### src/rtl/bascomp_pkg.sv
// Shared types and constants for the basic computer control path.
// Sequence counter width/limits, state encoding and the reg/IO opcode.
package bascomp_pkg;

  localparam int SEQ_W = 4;
  localparam logic [SEQ_W-1:0] SEQ_MAX = 4'd15;
  localparam logic [2:0] OP_REGIO = 3'd7;

  typedef enum logic [2:0] {
    ST_IDLE,
    ST_FETCH,
    ST_DECODE,
    ST_INDIRECT,
    ST_EXECUTE,
    ST_INTERRUPT
  } state_e;

endpackage

### src/rtl/t_decoder.sv
// 4-to-16 one-hot decoder turning the sequence count into T0..T15.
// Purely combinational so the T signals track the counter directly.
module t_decoder
  import bascomp_pkg::*;
(
  input  logic [SEQ_W-1:0] seq,
  output logic [15:0]      t
);

  // one-hot select of the current T state
  always_comb begin
    t      = '0;
    t[seq] = 1'b1;
  end

endmodule

### src/rtl/timing_control.sv
// Instruction-cycle timing controller driving the sequence counter.
// Define TIMING_CONTROL_INT_EN to include the interrupt cycle.
module timing_control
  import bascomp_pkg::*;
(
  input  logic             clk,
  input  logic             reset_n,
  input  logic             start,
  input  logic [SEQ_W-1:0] seq,
  input  logic [2:0]       ir_op,
  input  logic             ir_i,
  input  logic             exec_done,
  input  logic             halt_req,
  input  logic             int_req,
  output logic             sc_inc,
  output logic             sc_clr,
  output logic [15:0]      t,
  output logic [7:0]       d,
  output logic             i_flag,
  output logic             r_flag,
  output logic             ind_read,
  output logic             ien_clr,
  output logic             running,
  output logic             err
);

  state_e     state_q, state_d;
  logic [7:0] d_q, d_d;
  logic       i_q, i_d;
  logic       r_q, r_d;
  logic       err_q, err_d;

  t_decoder u_tdec (
    .seq (seq),
    .t   (t)
  );

`ifndef TIMING_CONTROL_INT_EN
  logic unused_int;
  assign unused_int = int_req;
`endif

  assign running = (state_q != ST_IDLE);
  assign d       = d_q;
  assign i_flag  = i_q;
  assign r_flag  = r_q;
  assign err     = err_q;

  // next state, counter control and latched fields
  always_comb begin
    state_d  = state_q;
    d_d      = d_q;
    i_d      = i_q;
    r_d      = r_q;
    err_d    = err_q;
    sc_inc   = 1'b0;
    sc_clr   = 1'b0;
    ind_read = 1'b0;
    ien_clr  = 1'b0;
`ifdef TIMING_CONTROL_INT_EN
    if (running && (seq > 4'd2) && int_req) begin
      r_d = 1'b1;
    end
`endif
    unique case (state_q)
      ST_IDLE: begin
        sc_clr = 1'b1;
        if (start && (seq == '0)) begin
          state_d = ST_FETCH;
        end
      end
      ST_FETCH: begin
        sc_inc = (seq < 4'd2);
        if (seq == 4'd1) begin
          state_d = ST_DECODE;
        end
      end
      ST_DECODE: begin
        sc_inc     = 1'b1;
        d_d        = '0;
        d_d[ir_op] = 1'b1;
        i_d        = ir_i;
        state_d    = (ir_op == OP_REGIO) ?
                     ST_EXECUTE : ST_INDIRECT;
      end
      ST_INDIRECT: begin
        sc_inc   = 1'b1;
        ind_read = i_q;
        state_d  = ST_EXECUTE;
      end
      ST_EXECUTE: begin
        if (exec_done) begin
          sc_clr = 1'b1;
          if (halt_req) begin
            state_d = ST_IDLE;
`ifdef TIMING_CONTROL_INT_EN
          end else if (r_q) begin
            state_d = ST_INTERRUPT;
`endif
          end else begin
            state_d = ST_FETCH;
          end
        end else if (seq == SEQ_MAX) begin
          sc_clr  = 1'b1;
          err_d   = 1'b1;
          state_d = ST_FETCH;
        end else begin
          sc_inc = 1'b1;
        end
      end
`ifdef TIMING_CONTROL_INT_EN
      ST_INTERRUPT: begin
        sc_inc = (seq < 4'd2);
        if (seq == 4'd2) begin
          sc_clr  = 1'b1;
          ien_clr = 1'b1;
          r_d     = 1'b0;
          state_d = ST_FETCH;
        end
      end
`endif
      default: begin
        state_d = ST_IDLE;
      end
    endcase
  end

  // state and latched-field registers
  always_ff @(posedge clk or negedge reset_n) begin
    if (!reset_n) begin
      state_q <= ST_IDLE;
      d_q     <= '0;
      i_q     <= 1'b0;
      r_q     <= 1'b0;
      err_q   <= 1'b0;
    end else begin
      state_q <= state_d;
      d_q     <= d_d;
      i_q     <= i_d;
      r_q     <= r_d;
      err_q   <= err_d;
    end
  end

endmodule

### config.mk
export PLATFORM = sky130hd
export DESIGN_NAME = timing_control
export DESIGN_NICKNAME = d
export VERILOG_FILES = /design/src/rtl/bascomp_pkg.sv /design/src/rtl/t_decoder.sv /design/src/rtl/timing_control.sv
export SDC_FILE = /design/constraint.sdc
export NUM_CORES = 1
export LEC_CHECK = 0
export CAP_MARGIN = 20
export CORE_MARGIN = 2
export CORE_UTILIZATION = 30
export CTS_CLUSTER_SIZE = 10
export DETAILED_ROUTE_END_ITERATION = 8
export DONT_BUFFER_PORTS = 1
export HOLD_SLACK_MARGIN = 0.02
export PLACE_DENSITY = 0.44
export SKIP_CTS_REPAIR_TIMING = 1
export SLEW_MARGIN = 20
export SYNTH_ARGS = -nofsm -noshare
export SYNTH_HDL_FRONTEND = slang
export SYNTH_HIERARCHICAL = 1
export SYNTH_SLANG_ARGS = --single-unit
### constraint.sdc
create_clock -name clk -period 2.4 [get_ports clk]
set_input_delay 0.72 -clock clk [delete_from_list [all_inputs] [get_ports clk]]
set_output_delay 0.72 -clock clk [all_outputs]
set_load 0.05 [all_outputs]
==> results.md, run 1 <==
| Item | Reported | Unit |
| --- | --- | --- |
| Crit-path max FO | 3 | - |
| Worst min path class | primary input to asynchronous set/reset pin | - |
| First-pass detailed-route iteration total | 4 | - |
| Worst slack after detailed placement | 0.0125 | ns |
| Average wire per standard cell | 15.1 | µm |
| Final net count | 113 | - |
| Slew margin rel. | 64.9 | % |
| Maximum level of the CTS H-tree | 1 | - |
| EDFF count, synth | 0 | - |
| Part of the Yosys area used for sequential elements | 34.9 | % |
| Layout Skew | 0.00321 | ns |
| Final setup violation count | 0 | - |
| Final-layout fill cell count | 323 | - |
| Global route total overflow | 0 | - |
| Final setup slack of the worst path | 0.0561 | ns |
| Share of the clock period used by the worst path | 97.7 | % |
| Yosys reg bits | 13 | - |
| Fraction of post-synthesis cell area in the top cell type by area | 34.9 | % |
| Number of violations of the max-capacitance limit | 0 | - |
| HPWL after detailed placement | 1410 | µm |
| Number of I/O port buffers | 0 | - |
| Required time of the critical path | 1.68 | ns |
| Yosys Warn Count | 6 | - |
| Sequential share of power | 55.7 | % |
| Highest ir drop seen on vdd | 412 | µV |
| Transition at the pin with the smallest max-transition slack | 0.527 | ns |
| Residual DRC count | 0 | - |
| Final hold violation count | 0 | - |
| Async set-or-reset flop fraction in the synthesized netlist | 100 | % |
| Power density over the cells | 1120 | nW/µm² |
| Number of cells produced by synthesis | 91 | - |
| Clock sink total | 13 | - |
| Sum of met2 wire segment lengths after detailed routing | 937 | µm |
| Root buffer selected by CTS | sky130_fd_sc_hd__clkbuf_4 | - |
| Die boundary width | 59.8 | µm |
| Clock tree from TritonCTS | built | - |
| Synthesized area divided by synthesized cell count | 10.3 | µm² |
| Final Core Density | 34.8 | % |
| Die area | 3570 | µm² |
| Unrepaired setup endpoints after global routing | no | - |
| Netlist area before placement | 933 | µm² |
| Gate power share | 32.9 | % |
| Global-route wire length before repair | 3000 | µm |
| Cell type with the largest total area after synthesis | sky130_fd_sc_hd__dfrtp_1 | - |
| Minimum clock period after layout | 2.34 | ns |
| Worst setup SP type | primary input | - |
| Part of the total power dissipated in the clock network | 11.4 | % |
| Arrival time reported for the critical path endpoint | 1.62 | ns |
| Average via count per standard cell | 5.56 | - |
| Cells after DPL | 127 | - |
| Via total after detailed routing | 728 | - |
| Final weighted congestion in routability-driven placement | 0.747 | - |
| Number of diodes added for antenna fixing | 0 | - |
| Number of non-filler instances in the completed layout | 131 | - |
| Flip-flop and latch area | 325 | µm² |
| Clock-pin slew reported for the worst setup and hold paths after clock tree synthesis | 0.08 | ns |
| Starting Density | 31.1 | % |
| Synth area leaders | sky130_fd_sc_hd__dfrtp_1 35%, sky130_fd_sc_hd__nor4b_2 6.4%, sky130_fd_sc_hd__and4bb_1 5.4%, sky130_fd_sc_hd__buf_4 4.8%, sky130_fd_sc_hd__nand2_1 4.8% | - |
| Total design power | 1.17 | mW |
| Sw Ratio | 54.5 | % |
| Total CTS buffers | 3 | - |
| Remaining antenna violation count | 0 | - |
| Cell leakage power | 0.459 | nW |
| Reported net switching power | 0.637 | mW |
| Initial antenna violation count | 0 | - |
| Final number of max-transition violations | 0 | - |
| Pin count of the biggest net entering global routing | 21 | - |
| Area taken by multi-input logic gates | 512 | µm² |
| Distinct cell type count of the synthesized netlist | 38 | - |
| Largest buffer count on any clock path | 2 | - |
| Worst setup path class | primary input to primary output | - |
| Most used cells in the layout excluding fill and tap cells | 13 x sky130_fd_sc_hd__dfrtp_1, 12 x sky130_fd_sc_hd__nand2_1, 12 x sky130_fd_sc_hd__buf_4 | - |
| Leading cell type in the layout, fill and taps excluded | sky130_fd_sc_hd__dfrtp_1 | - |
| Layout cell share with drive strength beyond 1 | 30.6 | % |
| Internal power component | 0.532 | mW |
| Skew-Pair Late Insertion Delay | 0.27 | ns |
| Number of global-route vias before repair | 669 | - |
| Boundary Pins | 46 | - |
| Wire length on met1 | 855 | µm |
| GRT Total Usage | 11.2 | % |
| Top metal layer carrying routed signals | met4 | - |
| Total Wirelength | 1980 | µm |
| Std-Cell Rows | 20 | - |
| Status | completed | - |
| Area Growth Syn to Fin | 11.9 | % |
| Placeable core region | 3000 | µm² |
| Commonest register cell after synthesis | sky130_fd_sc_hd__dfrtp_1 | - |
| Initial drt markers | 42 | - |
| Capturing element type of the critical path | primary output | - |
| Maximum clock rate | 0.427 | GHz |
| Die outline height | 59.8 | µm |
| Worst hold slack | 0.133 | ns |
| Met3 wire length | 167 | µm |
[final cells by class]
type,instances,area share [%]
well taps,33,3.95
repair buffers,14,11.6
flip-flops and latches,13,31.1
inverters,5,1.80
multi-input cells,62,49.0
clock buffers,4,2.51
[power groups by stage]
stage | clock (mW) | sequential, mW | combinational [mW]
after global placement | 0 | 0.660 | 0.380
after detailed placement | 0 | 0.657 | 0.388
after CTS | 0.143 | 0.655 | 0.386
final | 0.133 | 0.651 | 0.385
after floorplan | 0 | 0.639 | 0.336
after global routing | 0.147 | 0.667 | 0.417
[flip-flops by register name, summed over array words and instances, names as in the netlist]
signal,cells
d,8
state_q,3
err,1
i_flag,1
[metrics by stage]
stage / setup TNS [ns] / instance area (µm²)
2_1_floorplan: -1.01 / 955
3_3_place_gp: 0 / 1010
3_5_place_dp: 0 / 1010
4_1_cts: 0 / 1040
5_1_grt: 0 / 1040
6_report: 0 / 1040
[logic make-up after synthesis]
logic type / count (synthesis) / share of synthesized area [%]
buf+inv: 17 / 13.0
flops: 13 / 34.9
simple gates: 38 / 33.8
other cells: 1 / 0.402
mux: 1 / 1.21
compound gates: 21 / 16.8
[path summary, 6_finish.rpt]
| check | depth (start not counted) | slack [ns] | to | startpoint |
|---|---|---|---|---|
| worst max-delay path | 4 | 0.06 | sc_inc | exec_done |
| worst min-delay path | 0 | 0.13 | state_q[0] | reset_n |
| worst max register to register | 4 | 0.63 | state_q[0] | state_q[1] |
| worst min register to register | 2 | 0.56 | err | state_q[1] |
| max in group asynchronous | 0 | 2.19 | d[1] | reset_n |
| min in group clk | 1 | 0.52 | d[3] | ir_op[2] |
[layer usage]
| layer | GRT usage (%) | up-vias |
|---|---|---|
| li1 | - | 355 |
| met1 | 14.6 | 341 |
| met2 | 16.8 | 30 |
| met3 | 2.60 | 2 |
| met4 | 6.67 | 0 |
| met5 | 0 | - |
[cell usage after synthesis, types with 2 or more instances]
cell type,count
sky130_fd_sc_hd__dfrtp_1,13
sky130_fd_sc_hd__nand2_1,12
sky130_fd_sc_hd__buf_4,6
sky130_fd_sc_hd__inv_1,5
sky130_fd_sc_hd__and4b_1,4
sky130_fd_sc_hd__and4bb_1,4
sky130_fd_sc_hd__nor4b_2,4
sky130_fd_sc_hd__o41ai_1,4
sky130_fd_sc_hd__a31oi_1,3
sky130_fd_sc_hd__buf_6,3
sky130_fd_sc_hd__o21ai_0,3
sky130_fd_sc_hd__a21oi_1,2
sky130_fd_sc_hd__and4bb_2,2
sky130_fd_sc_hd__o31ai_1,2
[worst max-delay path, stage by stage]
cell and delay [ns]:
sky130_fd_sc_hd__or4b_4 0.47, sky130_fd_sc_hd__nand2b_4 0.15, sky130_fd_sc_hd__o21ai_1 0.10, sky130_fd_sc_hd__buf_6 0.18
Power figures use the tool's default switching activity.
==> run 2: changes to the inputs <==
Settings changed: CORE_UTILIZATION 30 to 51, PLACE_DENSITY 0.44 to 0.66.
==> results.md, run 2 (synthesis results as in run 1) <==
| Item | Reported | Unit | Change |
| --- | --- | --- | --- |
| Initial drt markers | 6 | - | -86% |
| Crit path cell chain | or4b_1, nand2b_4, o21ai_1, buf_6 | - |  |
| Met1 usage | 21.8 | % | +7.1 points |
| Global route total overflow | 0 | - | unchanged |
| Flip-flop count of the largest register, all copies and words added | 8 | - | unchanged |
| Worst slack after detailed placement | 0.0276 | ns | +0.0151 ns |
| Final Core Density | 59.3 | % | +25 points |
| GRT Total Usage | 16.5 | % | +5.3 points |
| Average wire per standard cell | 14.6 | µm | -2.9% |
| Root buffer selected by CTS | sky130_fd_sc_hd__clkbuf_4 | - |  |
| Slowest stage cell on the critical path | sky130_fd_sc_hd__or4b_1 | - |  |
| Total Wirelength | 1790 | µm | -9.6% |
| Worst setup path class | primary input to primary output | - |  |
| Skew-Pair Late Insertion Delay | 0.27 | ns | about the same |
| Die area | 2190 | µm² | -39% |
| Power density over the cells | 1140 | nW/µm² | +1.7% |
| Residual DRC count | 0 | - | unchanged |
| Final hold violation count | 0 | - | unchanged |
| Global routing usage on met2 | 26.6 | % | +9.8 points |
| Clock sink total | 13 | - | unchanged |
| HPWL after detailed placement | 1320 | µm | -6.9% |
| Maximum level of the CTS H-tree | 1 | - | unchanged |
| Average via count per standard cell | 5.98 | - | +7.5% |
| Initial antenna violation count | 0 | - | unchanged |
| Capturing element type of the critical path | primary output | - |  |
| Std-Cell Rows | 15 | - | -25% |
| Starting Density | 54.1 | % | +23 points |
| Number of I/O port buffers | 0 | - | unchanged |
| Clock-pin slew reported for the worst setup and hold paths after clock tree synthesis | 0.08 | ns | about the same |
| Arrival time reported for the critical path endpoint | 1.64 | ns | +0.02 ns |
| Unrepaired setup endpoints after global routing | no | - |  |
| Layout Skew | 0.00874 | ns | +0.00553 ns |
| Cell leakage power | 0.456 | nW | -0.71% |
| Most used routing layer | met2 | - |  |
| Worst min path class | primary input to asynchronous set/reset pin | - |  |
| Layout cell share with drive strength beyond 1 | 29.9 | % | -0.72 points |
| Via total after detailed routing | 729 | - | +0.14% |
| Number of violations of the max-capacitance limit | 0 | - | unchanged |
| Number of diodes added for antenna fixing | 0 | - | unchanged |
| Leading cell type in the layout, fill and taps excluded | sky130_fd_sc_hd__dfrtp_1 | - |  |
| Final number of max-transition violations | 0 | - | unchanged |
| Number of global-route vias before repair | 591 | - | -12% |
| Status | completed | - |  |
| Final setup violation count | 0 | - | unchanged |
| Worst setup SP type | primary input | - |  |
| Crit-path max FO | 3 | - | unchanged |
| Slew margin rel. | 63.6 | % | -1.3 points |
| Largest buffer count on any clock path | 2 | - | unchanged |
| Maximum clock rate | 0.424 | GHz | -0.63% |
| Area Growth Syn to Fin | 9.79 | % |  |
| Boundary Pins | 46 | - | unchanged |
| Global-route wire length before repair | 2570 | µm | -14% |
| Clock tree from TritonCTS | built | - |  |
| Largest stage delay, worst path | 0.48 | ns | about the same |
| Pin count of the biggest net entering global routing | 21 | - | unchanged |
| First-pass detailed-route iteration total | 4 | - | unchanged |
| Met3 GRT Util | 2.31 | % | -0.29 points |
| Worst hold slack | 0.134 | ns | +0.000382 ns |
| Minimum clock period after layout | 2.36 | ns | +0.0148 ns |
| Die outline height | 46.8 | µm | -22% |
| Most used cells in the layout excluding fill and tap cells | 13 x sky130_fd_sc_hd__dfrtp_1, 12 x sky130_fd_sc_hd__nand2_1, 11 x sky130_fd_sc_hd__buf_4 | - |  |
| Final net count | 112 | - | -0.88% |
| Transition at the pin with the smallest max-transition slack | 0.547 | ns | +0.0193 ns |
| Remaining antenna violation count | 0 | - | unchanged |
| Placeable core region | 1730 | µm² | -42% |
| Total design power | 1.17 | mW | -0.28% |
| Highest ir drop seen on vdd | 767 | µV | +86% |
| Final setup slack of the worst path | 0.0414 | ns | -0.0148 ns |
| Setup TNS after final layout | 0 | ns | unchanged |
| Share of the clock period used by the worst path | 98.3 | % | +0.62 points |
| Total CTS buffers | 3 | - | unchanged |
| Die boundary width | 46.8 | µm | -22% |
| Required time of the critical path | 1.68 | ns | about the same |
| Final weighted congestion in routability-driven placement | 0.802 | - | +7.4% |
## run 2: final timing paths
path / startpoint / to / slack, ns / cells after the start
max: exec_done / sc_inc / 0.04 / 4
min: reset_n / d[1] / 0.13 / 0
max reg2reg: state_q[1] / state_q[0] / 0.62 / 4
min reg2reg: state_q[1] / err / 0.58 / 2
max in group asynchronous: reset_n / state_q[1] / 2.19 / 0
min in group clk: ir_op[2] / d[3] / 0.53 / 1
## run 2: worst max-delay path: cells and delay by family
| kind | cells | cell delay, ns |
|---|---|---|
| AO/OA/AOI/OAI | 1 | 0.09 |
| buffers and inverters | 1 | 0.18 |
| AND/OR/NAND/NOR | 2 | 0.64 |
## run 2: final cells by class
type,instances,area (µm²)
well taps,25,31.3
clock buffers,3,22.5
multi-input cells,62,508
repair buffers,13,114
clock inverters,1,5.00
fillers,168,702
inverters,5,18.8
flip-flops and latches,13,325
## run 2: routing by layer
layer  vias up  share of wire [%]  routed length (µm)
met5         -                  0                   0
met4         0               0.50                   9
met3         2                7.6                 135
met2        34                 47                 842
met1       338                 45                 799
li1        355                  -                   -
## run 2: stage by stage
stage	instances	cell area [µm²]
6_report	122	1020
3_3_place_gp	118	993
2_1_floorplan	92	955
5_1_grt	122	1020
3_5_place_dp	118	993
4_1_cts	122	1020
## run 2: where the power goes
part           internal, mW  switching (mW)  total (mW)
Clock                0.0616          0.0663       0.128
Sequential            0.304           0.346       0.650
Combinational         0.163           0.225       0.388
Total                 0.529           0.637        1.17
==> run 3: changes to the inputs <==
Settings changed: GPL_ROUTABILITY_DRIVEN from default to 0.
==> results of run 3 <==
No change in the layout: final DEF, timing and power equal those of run 2.
==> RTL edit 1 (flow settings as in run 2) <==
Add a define of `TIMING_CONTROL_INT_EN`.
--- a/src/rtl/timing_control.sv
+++ b/src/rtl/timing_control.sv
@@ -1,5 +1,7 @@
 // Instruction-cycle timing controller driving the sequence counter.
 // Define TIMING_CONTROL_INT_EN to include the interrupt cycle.
+`define TIMING_CONTROL_INT_EN
+
 module timing_control
   import bascomp_pkg::*;
 (
Behaviour: not the same (a bounded check fails within 4 cycles, from zero or initial values and one cycle with reset_n low).
==> RTL edit 1 against run 2 <==
  * Area after synthesis grew 12%
  * Via count grew 15%
  * Cell count grew 12%
  * Cell area grew 19%
  * Total power grew 18%
  * Largest power group unchanged
  * The run now ends with setup timing left
  * Setup slack lost 0.092 ns
  * Die area grew 11%
  * Wire length grew 18%
  * Sequential cell count grew 1
  * First-iteration DRC count grew to 2.5 times the old value
  * Sequential power grew 8.9%
==> RTL edit 1: results (changes against run 2) <==
----------------------------------------------------
[Global route]
  Overall track demand over capacity in global routing ... 17.5% (+0.94 points)
  Global Route met3 Usage ... 3.07% (+0.76 points)
  Wire length of the first global-routing pass ... 3310 microns (+29%)
  GR Layer Usage met1 ... 22.4% (+0.68 points)
  Via count of the first global-routing pass ... 746 (+26%)
  Grt met2 use ... 28.2% (+1.6 points)

[Power and ir drop]
  Power dissipated by switching net loads ... 0.730 mW (+15%)
  Maximum vdd drop ... 0.813 mV (+6.1%)

[STA]
  Setup TNS ... -0.0509 ns (-0.0509 ns)
  Relative max-transition margin ... 66.2% (+2.6 points)
  Final WS setup ... -0.0509 ns (-0.0922 ns)
  Maximum clock skew at final layout ... 0.00321 ns (-0.00553 ns)
  Worst hold slack across all endpoints ... 0.132 ns (-0.00172 ns)
  Finish-stage setup viols ... 1 (+1)

[Placement]
  Worst setup slack after placement ... -0.0791 ns (-0.107 ns)
  Half-perimeter wire length after placement ... 1570 microns (+20%)
  Placement-stage cell area ... 1180 sq um (+19%)
  Placed cell count ... 133 (+13%)
  Placer congestion estimate ... 0.820 (+2.2%)

[Logic synthesis]
  Post-synthesis sequential area ratio ... 33.7% (-1.2 points)
  Multiplexer fraction of the synthesized cell area ... 1.44% (+0.24 points)
  Commonest cells in the netlist ... 15 x sky130_fd_sc_hd__nand2_1, 14 x sky130_fd_sc_hd__dfrtp_1, 6 x sky130_fd_sc_hd__inv_1
  Share of synthesized cell area in full adder, half adder and majority cells ... 0% (unchanged)
  Biggest area contributors in the synthesized netlist ... sky130_fd_sc_hd__dfrtp_1 34%, sky130_fd_sc_hd__o41ai_2 6.3%, sky130_fd_sc_hd__nor4b_2 5.8%
  Post-synthesis cell count ... 101 (+11%)
  Compound-Gate Fraction of Synth Area ... 20.3% (+3.6 points)
  Post-synthesis async set-or-reset flop share ... 100% (unchanged)

[Worst setup path]
  Worst EP arrival ... 1.73 ns (+0.09 ns)
  Worst-case register-to-register setup slack ... 0.78 ns (+0.16 ns)
  Critical Path Fanout Max ... 20 (+17)
  Worst-path cell with the longest stage delay ... sky130_fd_sc_hd__or3_4
  CP max stage delay ... 0.37 ns (-0.11 ns)

[Routing]
  Number of vias in the routed layout ... 840 (+15%)
  Drt pass-1 iters ... 5 (+1)
  Routed len/inst ... 15.4 microns (+4.9%)
  Number of DRC markers after the initial detailed-route iteration ... 15 (+9)

[Clocking]
  Number of buffers on the longest clock path ... 2 (unchanged)

[Outcome]
  Failing checks ... setup timing
  Result of the run ... complete, but fails checks

[Finish]
  Fraction of layout cells with a size suffix above 1 ... 36.4% (+6.5 points)
  Number of fill cells ... 171 (+1.8%)
  Final non-filler cell total ... 137 (+12%)

----------------------------------------------------
## RTL edit 1: cell types whose count changed in the layout (fill, tap and decap cells not counted), sizes merged, moves of 2 or more
cell	run 2	this run
nand3b	0	2
conb	2	0
a31o	2	0
nor2	1	4
nand2	12	15
or3	1	3
## RTL edit 1: final timing paths
| check | startpoint | end | depth (start not counted) |
|---|---|---|---|
| max | seq[2] | sc_clr | 4 |
| min | reset_n | d[4] | 0 |
| max reg2reg | state_q[1] | r_flag | 3 |
| min reg2reg | state_q[2] | state_q[1] | 1 |
| max in group asynchronous | reset_n | state_q[1] | 0 |
| min in group clk | ir_op[1] | d[1] | 1 |
## RTL edit 1: per-layer routing
metal  vias to the layer above  part of all wire [%]
li1                        411                     -
met1                       388                    44
met2                        39                    48
met3                         2                   8.3
met4                         0                  0.62
met5                         -                     0
## RTL edit 1: cells by family after synthesis
kind of cell | Yosys count
mux | 1
flops | 14
compound gates | 22
simple gates | 49
buf+inv | 15
## RTL edit 1: layout make-up
cell class | count | area, sq um | share of cell area (%)
Multi-Input combinational cell | 72 | 633 | 52.0
Tap cell | 27 | 33.8 | 2.77
Inverter | 6 | 22.5 | 1.85
Sequential cell | 14 | 350 | 28.7
Timing Repair Buffer | 14 | 143 | 11.7
Clock buffer | 4 | 36.3 | 2.98
## RTL edit 1: power by group through the flow
stage	clock network (mW)	registers (mW)	logic, mW
finish	0.161	0.708	0.511
global route	0.176	0.721	0.556
CTS	0.171	0.711	0.513
detailed placement	0	0.716	0.513
global placement	0	0.713	0.503
floorplan	0	0.685	0.414
==> RTL edit 2 (settings of run 2) <==
Without the edit above. The 6 states of `state_e` get a Gray code encoding in 3 bits.
--- a/src/rtl/bascomp_pkg.sv
+++ b/src/rtl/bascomp_pkg.sv
@@ -7,12 +7,12 @@
   localparam logic [2:0] OP_REGIO = 3'd7;
 
   typedef enum logic [2:0] {
-    ST_IDLE,
-    ST_FETCH,
-    ST_DECODE,
-    ST_INDIRECT,
-    ST_EXECUTE,
-    ST_INTERRUPT
+    ST_IDLE      = 3'b000,
+    ST_FETCH     = 3'b001,
+    ST_DECODE    = 3'b011,
+    ST_INDIRECT  = 3'b010,
+    ST_EXECUTE   = 3'b110,
+    ST_INTERRUPT = 3'b111
   } state_e;
 
 endpackage
Formal check against the unedited RTL: same outputs for any inputs over 10 cycles, from zero or initial values and one cycle with reset_n low; not proved beyond that.
==> RTL edit 2 against run 2 <==
  * Utilization down 3.3 points
  * Cell area shrank 7.6%
  * Total power grew 13%
  * Wire length decreased by 9.0%
  * Area after synthesis is 4.3% lower
  * Sequential share of layout area increased by 2.6 points
  * Sequential cell count did not move
  * Setup slack improved by 0.11 ns
==> RTL edit 2: results (changes against run 2) <==
----------------------------------------------------
[Logic synthesis]
  Number of distinct library cell variants in the gate-level netlist after synthesis ... 36 (-5.3%)
  Post-synthesis sequential area ratio ... 36.4% (+1.6 points)
  Biggest area contributors in the synthesized netlist ... sky130_fd_sc_hd__dfrtp_1 36%, sky130_fd_sc_hd__nor4b_2 6.7%, sky130_fd_sc_hd__and4bb_1 5.6%

[Global route]
  Wire length of the first global-routing pass ... 2370 microns (-7.8%)
  Overall track demand over capacity in global routing ... 15.4% (-1.1 points)
  Via count of the first global-routing pass ... 536 (-9.3%)

[Routing]
  Number of DRC markers after the initial detailed-route iteration ... 4 (-2)
  Total wire length ... 1630 microns (-9.0%)
  Routed via count divided by cell count ... 6.12 (+2.4%)

[Power and ir drop]
  Maximum vdd drop ... 0.758 mV (-1.1%)
  P_leak ... 0.446 nW (-2.2%)

[Placement]
  Placer congestion estimate ... 0.701 (-13%)
  Worst setup slack after placement ... 0.256 ns (+0.229 ns)
  Half-perimeter wire length after placement ... 1140 microns (-13%)

[Worst setup path]
  Worst-path cell with the longest stage delay ... sky130_fd_sc_hd__or3_2
  Critical Path Fanout Max ... 7 (+4)
  Type of the worst setup path ... flop to output pin
  R2R depth ... 3 (-1)
  Reg-to-reg critical path startpoint ... state_q[0]
  Worst setup endpoint ... sc_clr
  Crit path launch ... state_q[1]
  Worst-case register-to-register setup slack ... 1.15 ns (+0.53 ns)
  Worst EP arrival ... 1.53 ns (-0.11 ns)

[Outcome]
  Result of the run ... complete, no violations

[Finish]
  Fraction of layout cells with a size suffix above 1 ... 29.7% (-0.23 points)
  Post-layout nets ... 106 (-5.4%)
  Number of fill cells ... 152 (-9.5%)

[STA]
  Time the worst path needs with I/O delays and setup ... 2.25 ns (-0.107 ns)
  Maximum clock skew at final layout ... 0.00517 ns (-0.00356 ns)

[Clocking]
  Insertion delay to the later sink of the worst-skew pair ... 0.27 ns (about the same)

----------------------------------------------------
-- RTL edit 2: cell count changes after synthesis, moves of 2 or more --
cell                      delta
sky130_fd_sc_hd__inv_1       -2
sky130_fd_sc_hd__nand3_1     +2
sky130_fd_sc_hd__buf_6       -2
sky130_fd_sc_hd__a31oi_1     -2
sky130_fd_sc_hd__o21ai_0     +2
-- RTL edit 2: layout make-up --
class / count / area share [%]
multi-input cells: 62 / 52.3
flip-flops and latches: 13 / 34.3
inverters: 3 / 1.19
repair buffers: 9 / 7.13
clock buffers: 4 / 2.77
well taps: 17 / 2.25
-- RTL edit 2: worst min-delay path by stage --
stage | end | slack (ns) | depth (start not counted)
4_1_cts | state_q[1] | 0.14 | 0
2_1_floorplan | d[0] | 0.42 | 0
3_3_place_gp | d[5] | 0.42 | 0
3_5_place_dp | d[5] | 0.42 | 0
6_report | d[2] | 0.13 | 0
5_1_grt | state_q[2] | 0.11 | 0
-- RTL edit 2: cells by family (layout without fill, tap and decap cells) --
group / count (synthesis) / count (layout) / share of synthesized area [%]
DFF: 13 / 13 / 36.4
other: 1 / 2 / 0.420
and+or+nand+nor: 43 / 43 / 40.2
AOI/OAI and AO/OA: 16 / 16 / 13.2
muxes: 1 / 1 / 1.26
buffers and inverters: 12 / 16 / 8.54
-- RTL edit 2: stage by stage --
| stage | cells | instance area (sq um) |
|---|---|---|
| after floorplan | 87 | 897 |
| after global placement | 104 | 921 |
| after detailed placement | 104 | 921 |
| after CTS | 108 | 947 |
| after global routing | 108 | 947 |
| final | 108 | 947 |
-- RTL edit 2: routing by layer --
layer | vias to the layer above | part of all wire [%] | wire length (microns) | track usage [%]
met5 | - | 0 | 0 | 0
met4 | 0 | 0 | 0 | 5.14
met3 | 0 | 7.1 | 115 | 4.76
met2 | 28 | 44 | 716 | 22.2
met1 | 300 | 49 | 796 | 21.5
li1 | 333 | - | - | -
-- RTL edit 2: where the power goes --
group / total [mW] / switching (mW) / internal [mW]
clock network: 0.132 / 0.0675 / 0.0643
logic: 0.497 / 0.316 / 0.182
registers: 0.687 / 0.368 / 0.320
